## src/rtl/instr_encoder_if.sv

```systemverilog
// Command / instruction-memory bus for instr_encoder.
//   cmd_*  : mnemonic-level command handshake (valid/ready).
//   im_*   : instruction-memory write port (we/ready).
// Modports:
//   master : command source and IM (drives cmd_*, im_ready).
//   slave  : the encoder (drives cmd_ready, im_we, im_addr, im_wdata).
interface instr_encoder_if #(
  parameter int unsigned ADDR_W = 10
);
  logic              cmd_valid;
  logic              cmd_ready;
  logic [4:0]        cmd_mn;
  logic [4:0]        cmd_rs;
  logic [4:0]        cmd_rt;
  logic [4:0]        cmd_rd;
  logic [4:0]        cmd_shamt;
  logic [25:0]       cmd_imm;
  logic              im_we;
  logic              im_ready;
  logic [ADDR_W-1:0] im_addr;
  logic [31:0]       im_wdata;

  modport master (
    output cmd_valid, cmd_mn, cmd_rs, cmd_rt, cmd_rd, cmd_shamt, cmd_imm,
    input  cmd_ready,
    input  im_we, im_addr, im_wdata,
    output im_ready
  );

  modport slave (
    input  cmd_valid, cmd_mn, cmd_rs, cmd_rt, cmd_rd, cmd_shamt, cmd_imm,
    output cmd_ready,
    output im_we, im_addr, im_wdata,
    input  im_ready
  );
endinterface

```

## src/rtl/instr_encoder.sv

```systemverilog
// instr_encoder: sequential MIPS instruction writer.
// Accepts mnemonic-level commands, encodes each into a 32-bit MIPS word,
// buffers it in a DEPTH-entry FIFO and writes it to instruction memory at an
// auto-incrementing word address.
// Ports:
//   clk, rstn   : clock (rising edge), asynchronous active-low reset
//   start       : one-cycle pulse; loads base_addr, flushes FIFO, clears stats
//   base_addr   : start word address, sampled on start
//   bus         : instr_encoder_if.slave (command handshake + IM write port)
//   wr_cnt      : completed IM writes since reset/start (wraps at 16 bits)
//   err         : sticky error flag
//   err_cnt     : dropped commands, saturating at 255
// Build option: define INSTR_ENC_CHECK_EN to drop commands carrying nonzero
// fields that the encoding would otherwise silently mask.
module instr_encoder #(
  parameter int unsigned DEPTH  = 4,
  parameter int unsigned ADDR_W = 10
) (
  input  logic              clk,
  input  logic              rstn,
  input  logic              start,
  input  logic [ADDR_W-1:0] base_addr,
  instr_encoder_if.slave    bus,
  output logic [15:0]       wr_cnt,
  output logic              err,
  output logic [7:0]        err_cnt
);

  localparam int unsigned PTR_W = $clog2(DEPTH);

  typedef enum logic [4:0] {
    MN_ADD  = 5'd0,  MN_ADDU = 5'd1,  MN_SUB  = 5'd2,  MN_SUBU = 5'd3,
    MN_AND  = 5'd4,  MN_OR   = 5'd5,  MN_SLT  = 5'd6,  MN_SLTU = 5'd7,
    MN_SLL  = 5'd8,  MN_SRL  = 5'd9,  MN_SRA  = 5'd10, MN_JR   = 5'd11,
    MN_JALR = 5'd12, MN_ADDI = 5'd13, MN_ORI  = 5'd14, MN_SLTI = 5'd15,
    MN_SLTIU = 5'd16, MN_LUI = 5'd17, MN_LW   = 5'd18, MN_SW   = 5'd19,
    MN_BEQ  = 5'd20, MN_BNE  = 5'd21, MN_J    = 5'd22, MN_JAL  = 5'd23
  } mn_e;

  typedef enum logic [1:0] {
    K_R = 2'd0,
    K_I = 2'd1,
    K_J = 2'd2
  } kind_e;

  // ---------------------------------------------------------------- encode
  kind_e       kind;
  logic [5:0]  op;
  logic [5:0]  funct;
  logic        is_shift;
  logic        is_lui;
  logic        illegal;
  logic        field_err;
  logic [4:0]  f_rs;
  logic [4:0]  f_rt;
  logic [4:0]  f_rd;
  logic [4:0]  f_sh;
  logic [31:0] enc_word;

  always_comb begin
    kind     = K_R;
    op       = '0;
    funct    = '0;
    is_shift = 1'b0;
    is_lui   = 1'b0;
    illegal  = 1'b0;
    f_rt     = bus.cmd_rt;
    f_rd     = bus.cmd_rd;
    case (mn_e'(bus.cmd_mn))
      MN_ADD:   funct = 6'h20;
      MN_ADDU:  funct = 6'h21;
      MN_SUB:   funct = 6'h22;
      MN_SUBU:  funct = 6'h23;
      MN_AND:   funct = 6'h24;
      MN_OR:    funct = 6'h25;
      MN_SLT:   funct = 6'h2A;
      MN_SLTU:  funct = 6'h2B;
      MN_SLL:   begin funct = 6'h00; is_shift = 1'b1; end
      MN_SRL:   begin funct = 6'h02; is_shift = 1'b1; end
      MN_SRA:   begin funct = 6'h03; is_shift = 1'b1; end
      MN_JR:    begin funct = 6'h08; f_rt = '0; f_rd = '0; end
      MN_JALR:  begin funct = 6'h09; f_rt = '0; end
      MN_ADDI:  begin kind = K_I; op = 6'h08; end
      MN_ORI:   begin kind = K_I; op = 6'h0D; end
      MN_SLTI:  begin kind = K_I; op = 6'h0A; end
      MN_SLTIU: begin kind = K_I; op = 6'h0B; end
      MN_LUI:   begin kind = K_I; op = 6'h0F; is_lui = 1'b1; end
      MN_LW:    begin kind = K_I; op = 6'h23; end
      MN_SW:    begin kind = K_I; op = 6'h2B; end
      MN_BEQ:   begin kind = K_I; op = 6'h04; end
      MN_BNE:   begin kind = K_I; op = 6'h05; end
      MN_J:     begin kind = K_J; op = 6'h02; end
      MN_JAL:   begin kind = K_J; op = 6'h03; end
      default:  illegal = 1'b1;
    endcase

    // Shift amount only survives on shifts; shifts and lui carry no rs.
    f_sh = is_shift ? bus.cmd_shamt : '0;
    f_rs = (is_shift || is_lui) ? '0 : bus.cmd_rs;

    case (kind)
      K_I:     enc_word = {op, f_rs, f_rt, bus.cmd_imm[15:0]};
      K_J:     enc_word = {op, bus.cmd_imm};
      default: enc_word = {6'h00, f_rs, f_rt, f_rd, f_sh, funct};
    endcase
  end

`ifdef INSTR_ENC_CHECK_EN
  always_comb begin
    field_err = 1'b0;
    if (kind == K_R) begin
      if (!is_shift && (bus.cmd_shamt != '0)) field_err = 1'b1;
      if (is_shift && (bus.cmd_rs != '0))     field_err = 1'b1;
      if (bus.cmd_imm != '0)                  field_err = 1'b1;
    end
    if (kind == K_I) begin
      if (bus.cmd_imm[25:16] != '0)           field_err = 1'b1;
      if (is_lui && (bus.cmd_rs != '0))       field_err = 1'b1;
    end
  end
`else
  assign field_err = 1'b0;
`endif

  // ------------------------------------------------------------------ FIFO
  logic [31:0]      mem [DEPTH];
  logic [PTR_W:0]   wr_ptr;
  logic [PTR_W:0]   rd_ptr;
  logic             full;
  logic             empty;
  logic             accept;
  logic             push;
  logic             pop;
  logic             drop;

  assign empty  = (wr_ptr == rd_ptr);
  assign full   = (wr_ptr[PTR_W] != rd_ptr[PTR_W]) &&
                  (wr_ptr[PTR_W-1:0] == rd_ptr[PTR_W-1:0]);

  assign bus.cmd_ready = ~full & ~start;
  assign accept = bus.cmd_valid & bus.cmd_ready;
  assign drop   = accept & (illegal | field_err);
  assign push   = accept & ~illegal & ~field_err;
  // start discards any write presented in its cycle.
  assign pop    = bus.im_we & bus.im_ready & ~start;

  assign bus.im_we    = ~empty;
  assign bus.im_wdata = empty ? '0 : mem[rd_ptr[PTR_W-1:0]];

  always_ff @(posedge clk) begin
    if (push) mem[wr_ptr[PTR_W-1:0]] <= enc_word;
  end

  always_ff @(posedge clk or negedge rstn) begin
    if (!rstn) begin
      wr_ptr      <= '0;
      rd_ptr      <= '0;
      bus.im_addr <= '0;
      wr_cnt      <= '0;
      err         <= 1'b0;
      err_cnt     <= '0;
    end else if (start) begin
      wr_ptr      <= '0;
      rd_ptr      <= '0;
      bus.im_addr <= base_addr;
      wr_cnt      <= '0;
      err         <= 1'b0;
      err_cnt     <= '0;
    end else begin
      if (push) wr_ptr <= wr_ptr + 1'b1;
      if (pop) begin
        rd_ptr      <= rd_ptr + 1'b1;
        bus.im_addr <= bus.im_addr + 1'b1;
        wr_cnt      <= wr_cnt + 1'b1;
      end
      if (drop) begin
        err <= 1'b1;
        if (err_cnt != '1) err_cnt <= err_cnt + 1'b1;
      end
    end
  end

endmodule

```

## src/flat_wrapper.sv

```systemverilog
// flat-port wrapper written by rule: the top's interface ports become plain ports
module instr_encoder_flat 
#(
  parameter int unsigned DEPTH  = 4,
  parameter int unsigned ADDR_W = 10
)
  (clk, rstn, start, base_addr, wr_cnt, err, err_cnt, bus_cmd_valid, bus_cmd_mn, bus_cmd_rs, bus_cmd_rt, bus_cmd_rd, bus_cmd_shamt, bus_cmd_imm, bus_cmd_ready, bus_im_we, bus_im_addr, bus_im_wdata, bus_im_ready);
  instr_encoder_if #(.ADDR_W(ADDR_W)) bus_i ();
  input  logic clk;
  input  logic rstn;
  input  logic start;
  input  logic [ADDR_W-1:0] base_addr;
  output logic [15:0] wr_cnt;
  output logic err;
  output logic [7:0] err_cnt;
  input wire logic [$bits(bus_i.cmd_valid)-1:0] bus_cmd_valid;
  input wire logic [$bits(bus_i.cmd_mn)-1:0] bus_cmd_mn;
  input wire logic [$bits(bus_i.cmd_rs)-1:0] bus_cmd_rs;
  input wire logic [$bits(bus_i.cmd_rt)-1:0] bus_cmd_rt;
  input wire logic [$bits(bus_i.cmd_rd)-1:0] bus_cmd_rd;
  input wire logic [$bits(bus_i.cmd_shamt)-1:0] bus_cmd_shamt;
  input wire logic [$bits(bus_i.cmd_imm)-1:0] bus_cmd_imm;
  output wire logic [$bits(bus_i.cmd_ready)-1:0] bus_cmd_ready;
  output wire logic [$bits(bus_i.im_we)-1:0] bus_im_we;
  output wire logic [$bits(bus_i.im_addr)-1:0] bus_im_addr;
  output wire logic [$bits(bus_i.im_wdata)-1:0] bus_im_wdata;
  input wire logic [$bits(bus_i.im_ready)-1:0] bus_im_ready;
  assign bus_i.cmd_valid = bus_cmd_valid;
  assign bus_i.cmd_mn = bus_cmd_mn;
  assign bus_i.cmd_rs = bus_cmd_rs;
  assign bus_i.cmd_rt = bus_cmd_rt;
  assign bus_i.cmd_rd = bus_cmd_rd;
  assign bus_i.cmd_shamt = bus_cmd_shamt;
  assign bus_i.cmd_imm = bus_cmd_imm;
  assign bus_cmd_ready = bus_i.cmd_ready;
  assign bus_im_we = bus_i.im_we;
  assign bus_im_addr = bus_i.im_addr;
  assign bus_im_wdata = bus_i.im_wdata;
  assign bus_i.im_ready = bus_im_ready;
  instr_encoder #(.DEPTH(DEPTH), .ADDR_W(ADDR_W)) u_core (.clk(clk), .rstn(rstn), .start(start), .base_addr(base_addr), .bus(bus_i), .wr_cnt(wr_cnt), .err(err), .err_cnt(err_cnt));
endmodule
```

## config.mk

```make
export PLATFORM = sky130hd
export DESIGN_NAME = instr_encoder_flat
export DESIGN_NICKNAME = d
export VERILOG_FILES = /design/src/rtl/instr_encoder_if.sv /design/src/rtl/instr_encoder.sv /design/src/flat_wrapper.sv
export SDC_FILE = /design/constraint.sdc
export NUM_CORES = 1
export LEC_CHECK = 0
export CAP_MARGIN = 20
export CORE_ASPECT_RATIO = 1.75
export CORE_MARGIN = 3
export CORE_UTILIZATION = 46
export DETAILED_ROUTE_END_ITERATION = 8
export PLACE_DENSITY = 0.71
export RECOVER_POWER = 25
export SETUP_SLACK_MARGIN = 0.2
export SLEW_MARGIN = 20
export SYNTH_ARGS = -nofsm -noshare
export SYNTH_HDL_FRONTEND = slang
export SYNTH_SLANG_ARGS = --single-unit
```

## constraint.sdc

```tcl
create_clock -name clk -period 8.8 [get_ports clk]
set_input_delay 1.32 -clock clk [delete_from_list [all_inputs] [get_ports clk]]
set_output_delay 1.32 -clock clk [all_outputs]
set_load 0.005 [all_outputs]
```

; ---- Word level (Yosys, flattened, before mapping)
; Memory sizes are Yosys's and may differ from the RTL's.
; Cells that the tools add are included.
[classes]
bitwise_logic = 9
n_eq_ne = 29
n_addsub = 5
muxes = 27
reduce_logical = 13
[op_table]
columns = op, count
row1 = case mux 6 bit (12 select lines), 1
row2 = case mux 6 bit (11 select lines), 1
row3 = case mux 32 bit (2 select lines), 1
row4 = equality test 5 x 4 -> 1 bit (second input constant), 8
row5 = equality test 5 bit (second input constant), 8
row6 = two-way mux 16 bit, 2
row7 = two-way mux 32 bit, 1
row8 = two-way mux 8 bit, 3
row9 = OR reduction 24 bit, 1
row10 = equality test 5 x 3 -> 1 bit (second input constant), 4
row11 = two-way mux 10 bit, 2
row12 = two-way mux 5 bit, 4
row13 = adder 16 x 1 -> 16 bit (second input constant), 1
row14 = two-way mux 3 bit, 4
row15 = adder 10 x 1 -> 10 bit (second input constant), 1
row16 = equality test 5 x 2 -> 1 bit (second input constant), 2
row17 = OR reduction 9 bit, 1
row18 = adder 8 x 1 -> 8 bit (second input constant), 1
row19 = != test 8 bit (second input constant), 1
row20 = nonzero test 2 bit, 4
row21 = two-way mux 1 bit, 7
row22 = adder 3 x 1 -> 3 bit (second input constant), 2
row23 = bitwise AND 1 bit, 6
row24 = equality test 5 x 1 -> 1 bit (second input constant), 1
row25 = other kinds (13), 16
[totals]
register_bits = 41
n_memories = 1
word_cells = 90
inputBits = 66
output_inout_bits = 69
mem_bits_rw = 128
[memory_table]
columns = memory, depth, word_bits, read_ports, rd_ports_with_merged_regs, write_ports, line_no
row1 = u_core.mem, 4, 32, 1, 0, 1, instr_encoder.sv:126  ; logic [31:0] mem [DEPTH];

; ---- Longest topological paths before layout
[logic_depth]
word_depth = 8
depth_mapped = 10

; ---- Worst setup path after synthesis
; OpenSTA, ideal clock, no wires.
[synth_timing]
path_kind = input port to flip-flop
start = input start
end = memory u_core.mem[3][0], enable pin
slack_ps = 4450
setup_time_ps = 458
path_stages = 3
t_arrival_ps = 3892
path_cell_list = clkbuf_1 clkbuf_1 nor3_1
[synth_between]
elab_chain_cells = 6
[synth_lines]
columns = element, line_no
row1 = from (decl), flat_wrapper.sv:11  ; input logic start;
row2 = NOT 1 bit, instr_encoder.sv:140  ; assign bus.cmd_ready = ~full & ~start;
row3 = bitwise AND 1 bit, instr_encoder.sv:140
row4 = bitwise AND 1 bit, instr_encoder.sv:141  ; assign accept = bus.cmd_valid & bus.cmd_ready;
row5 = bitwise AND 1 bit, instr_encoder.sv:143  ; assign push = accept & ~illegal & ~field_err;
row6 = two-way mux 1 bit, instr_encoder.sv:151  ; if (push) mem[wr_ptr[PTR_W-1:0]] <= enc_word;
row7 = two-way mux 1 bit (not written as such), instr_encoder.sv:151
row8 = to (decl), instr_encoder.sv:126
; No other way between the ends.

; ---- Worst setup path after layout
[layout_timing]
start = register u_core.rd_ptr[1]
end = output bus_im_wdata[26]
[layout_between]
elab_chain_cells = 2
word_cells_on_any_way = 3
classes_between = 1 x eq/ne / 1 x mux / 1 x memory
[layout_lines]
columns = element, line_no
row1 = from (decl), instr_encoder.sv:128  ; logic [PTR_W:0] rd_ptr;
row2 = from (signal assigned), instr_encoder.sv:172  ; rd_ptr <= rd_ptr + 1'b1;
row3 = memory read (4 x 32 bit) / equality test 3 bit (equally long branches), -
row4 = two-way mux 32 bit *, instr_encoder.sv:148  ; assign bus.im_wdata = empty ? '0 : mem[rd_ptr[PTR_W-1:0]];
row5 = to (decl), flat_wrapper.sv:26  ; output wire logic [$bits(bus_i.im_wdata)-1:0] bus_im_wdata;
; Mark *: on every way between the ends. The rest lies on a longest branch, timed or not.

==> summary.md <==
| Metric | Value |
|---|---|
| Status | finished with violations |
| Failing checks | max-capacitance violations, max-slew violations |
| Crit path time final | 5060 ps |
| Initial DRT Pass Iterations | 4 |
| DP Cell Count | 832 |
| Port bufs | 133 |
| CP max stage cell | dfrtp_1 |
| Critical path's largest stage delay | 1440 ps |
| Sequential fraction of the synthesis area | 62.9% |
| Fill cells | 1,298 |
| Max_slew headroom | -51.3% |
| Area of the mapped netlist | 7560 um2 |
| Starting Density | 47.1% |
| Final ANT Viol Nets | 0 |
| Hold Crit Class | flop to flop |
| Final period util | 57.5% |
| Area growth syn-to-layout | 27.2% |
| CTS root buf | clkbuf_16 |
| Max Fanout on Critical Path | 34 |
| Reg2reg start | u_core.rd_ptr[1] |
| Synth top area cells | edfxtp_1, dfrtp_1, mux4_2, nor2b_1, a22o_1 |
| Slew of the pin with the lowest slew margin | 2270 ps |
| Delay-heaviest family, CP | flip-flops |
| NumNets Final | 739 |
| Clock Sinks | 165 |
| CP Launch Type | flop |
| Post-CTS Setup Repair Bufs | 0 |
| R2R depth | 5 |
| Die X | 103 um |
| Clock Power Share | 39.3% |
| Leakage | 3.47 nW |
| Post-DP HPWL | 11,200 um |
| CTS Buffer Depth | 2 |
| Comb pwr share | 13.4% |
| Critical Path AT | 3740 ps |
| Max-slew violations | 77 |
| Worst path required time | 7480 ps |
| Antenna diodes | 0 |
| Setup TNS | 0 ps |
| Clock Skews | 13.2 ps |
| Switching Fraction | 24.5% |
| CTS H-tree lvls | 4 |
| Internal power | 1.39 mW |
| Peak VDD IR | 0.000125 V |
| Yosys reg bits | 165 |
| Largest net degree at the start of global routing | 51 |
| All-Layer GR Usage | 19.3% |
| Setup-failing EPs final | 0 |
| FF/Latch Area | 4750 um2 |
| Power Density | 192 nW/um2 |
| Clock buffer count from CTS | 17 |
| Worst Hold End | u_core.err |
| Crit Path Class | flop to output port |
| Hold buffer count at cts | 0 |
| Post-synth EDFFs | 124 |
| CTS clk-pin slew, worst paths | 70 ps |
| Vias | 5,069 |
| Synth Area per Inst | 14.2 um2 |
| Fin. Hold Viols | 0 |
| Reg-to-reg endpoint | u_core.wr_cnt[1] |
| Netlist cell types | 46 |
| Unrepaired setup endpoints after global routing | no |
| # rows | 61 |
| Via density | 5.87 |
| Placeable Area | 16,000 um2 |
| Io pins | 135 |
| Crit path cell chain | xor2_1 -> nor3_2 -> buf_4 -> nor2b_1 -> clkdlybuf4s50_1 |
| Ys flop type | edfxtp_1 |
| FFs w/ async S/R, synth | 24.8% |
| Synth warnings | 0 |
| Min-delay src | u_core.err |
| Layout cells sized above 1 | 11.3% |
| Area of the multi-input gates | 2620 um2 |
| Non-Filler Instances | 864 |
| Post-synth top area cell | edfxtp_1 |
| Vias in the first global route | 5,235 |
| Sw Pwr | 0.452 mW |
| Iteration-0 DRC Markers | 223 |
| Grt total ovfl | 0 |
| Fmax | 0.198 GHz |
| Setup crit end kind | output port |
| R2R Setup Slk | 4370 ps |
| CTS tree | yes |
| Total die area | 18,100 um2 |
| RD Place Congestion | 0.885 |
| Max_cap viols | 2 |
| Sequential power share | 47.3% |
| Worst skew pair latency | 420 ps |
| DR DRC count | 0 |
| CTS resizes | 0 |
| Routed wire length | 16,700 um |
| Initial antenna violation count | 0 |
| Hold Path Stages | 2 |
| Net count after synthesis | 610 |
| Top-area cell type share of the netlist area | 49.3% |
| First-pass GRT wire length | 27,100 um |
| Post-Syn Instances | 533 |
| WP buf/inv | 2 |
| Overall power | 1.84 mW |
| Drt wl/cell | 19.4 um |
| Die Height | 176 um |
==> worst max path at each step <==
stage | to | slack [ps] | depth (start not counted) | startpoint
3_3_place_gp | u_core.mem[0][21] | 4530 | 7 | bus_cmd_mn[3]
2_1_floorplan | u_core.mem[3][0] | 4450 | 3 | start
6_report | bus_im_wdata[26] | 3740 | 5 | u_core.rd_ptr[1]
5_1_grt | bus_im_wdata[29] | 3440 | 5 | u_core.rd_ptr[1]
4_1_cts | bus_im_wdata[26] | 4450 | 5 | u_core.rd_ptr[1]
3_5_place_dp | u_core.mem[1][23] | 4450 | 7 | bus_cmd_mn[3]
==> cell usage in the layout (no fill, tap or decap), types with 7 or more instances in the layout <==
master / synthesis / routed
o21ai_0: 28 / 28
and3_1: 10 / 7
nand2_1: 24 / 24
inv_1: 13 / 13
o31ai_1: 14 / 14
ha_1: 11 / 11
a21oi_1: 30 / 30
or3_1: 13 / 13
clkdlybuf4s50_1: 0 / 101
nand3_1: 16 / 16
nor2b_1: 35 / 35
xor2_1: 6 / 7
nor2_1: 17 / 17
mux4_2: 31 / 31
a22o_1: 20 / 20
dfrtp_1: 41 / 40
edfxtp_1: 124 / 124
or4_1: 14 / 14
dlygate4sd3_1: 0 / 31
clkbuf_16: 0 / 17
==> flip-flops by register name, summed over array words and instances, names as in the netlist <==
name	cells
u_core.wr_cnt	16
u_core.err_cnt	8
u_core.err	1
u_core.bus.im_addr	10
u_core.wr_ptr	3
u_core.mem	124
u_core.rd_ptr	3
==> layer usage <==
metal / up-vias / GRT usage, % / share of wire, %
li1: 2348 / - / -
met1: 2574 / 23.2 / 38
met2: 138 / 35.0 / 56
met3: 9 / 3.38 / 4.4
met4: 0 / 5.19 / 0.75
met5: - / 0 / 0
==> worst register-to-register path: stages, from the launching register on <==
cell and delay [ps]:
dfrtp_1 1440, xor2_1 550, o31ai_1 1270, clkbuf_1 690, mux2i_1 290, nor2_1 60
==> Yosys cell counts, types with 16 or more instances <==
cell type,count
mux4_2,31
nor2b_1,35
nand2_1,24
dfrtp_1,41
nor2_1,17
nand3_1,16
edfxtp_1,124
clkbuf_1,18
a21oi_1,30
a22o_1,20
o21ai_0,28
==> logic make-up (layout without fill, tap and decap cells) <==
family | Yosys count | in the layout | synth area share [%]
compound gates | 112 | 112 | 9.69
mux | 35 | 35 | 9.77
xor+xnor | 9 | 9 | 1.54
fa+ha+maj | 11 | 11 | 1.82
other cells | 1 | 1 | 0.0496
flops | 165 | 165 | 62.9
simple gates | 158 | 158 | 11.9
buf+inv | 42 | 184 | 2.35
==> stage by stage <==
step / setup slack (ps) / utilization [%] / hold WS [ps] / cell area [um2]
6_report: 3740 / 60.0 / 500 / 9610
5_1_grt: 3440 / 60.0 / 541 / 9610
2_1_floorplan: 4450 / - / 491 / 7560
3_3_place_gp: 4530 / 56.6 / 483 / 9060
3_5_place_dp: 4450 / 56.6 / 497 / 9060
4_1_cts: 4450 / 60.2 / 511 / 9650
==> power groups by stage <==
| stage | logic [mW] | registers [mW] | clock network [mW] |
|---|---|---|---|
| 3_5_place_dp | 0.255 | 0.890 | 0 |
| 6_report | 0.248 | 0.872 | 0.725 |
| 2_1_floorplan | 0.133 | 0.885 | 0 |
| 4_1_cts | 0.257 | 0.873 | 0.740 |
| 5_1_grt | 0.272 | 0.874 | 0.774 |
| 3_3_place_gp | 0.252 | 0.888 | 0 |
==> layout make-up <==
cell class,count,area share (%)
Clock inverter,15,1.69
Multi-Input combinational cell,326,27.3
Inverter,13,0.508
Sequential cell,165,49.4
Clock buffer,17,4.42
Timing Repair Buffer,139,14.2
Tap cell,189,2.46
No activity file was read; power rests on OpenSTA's default activity.
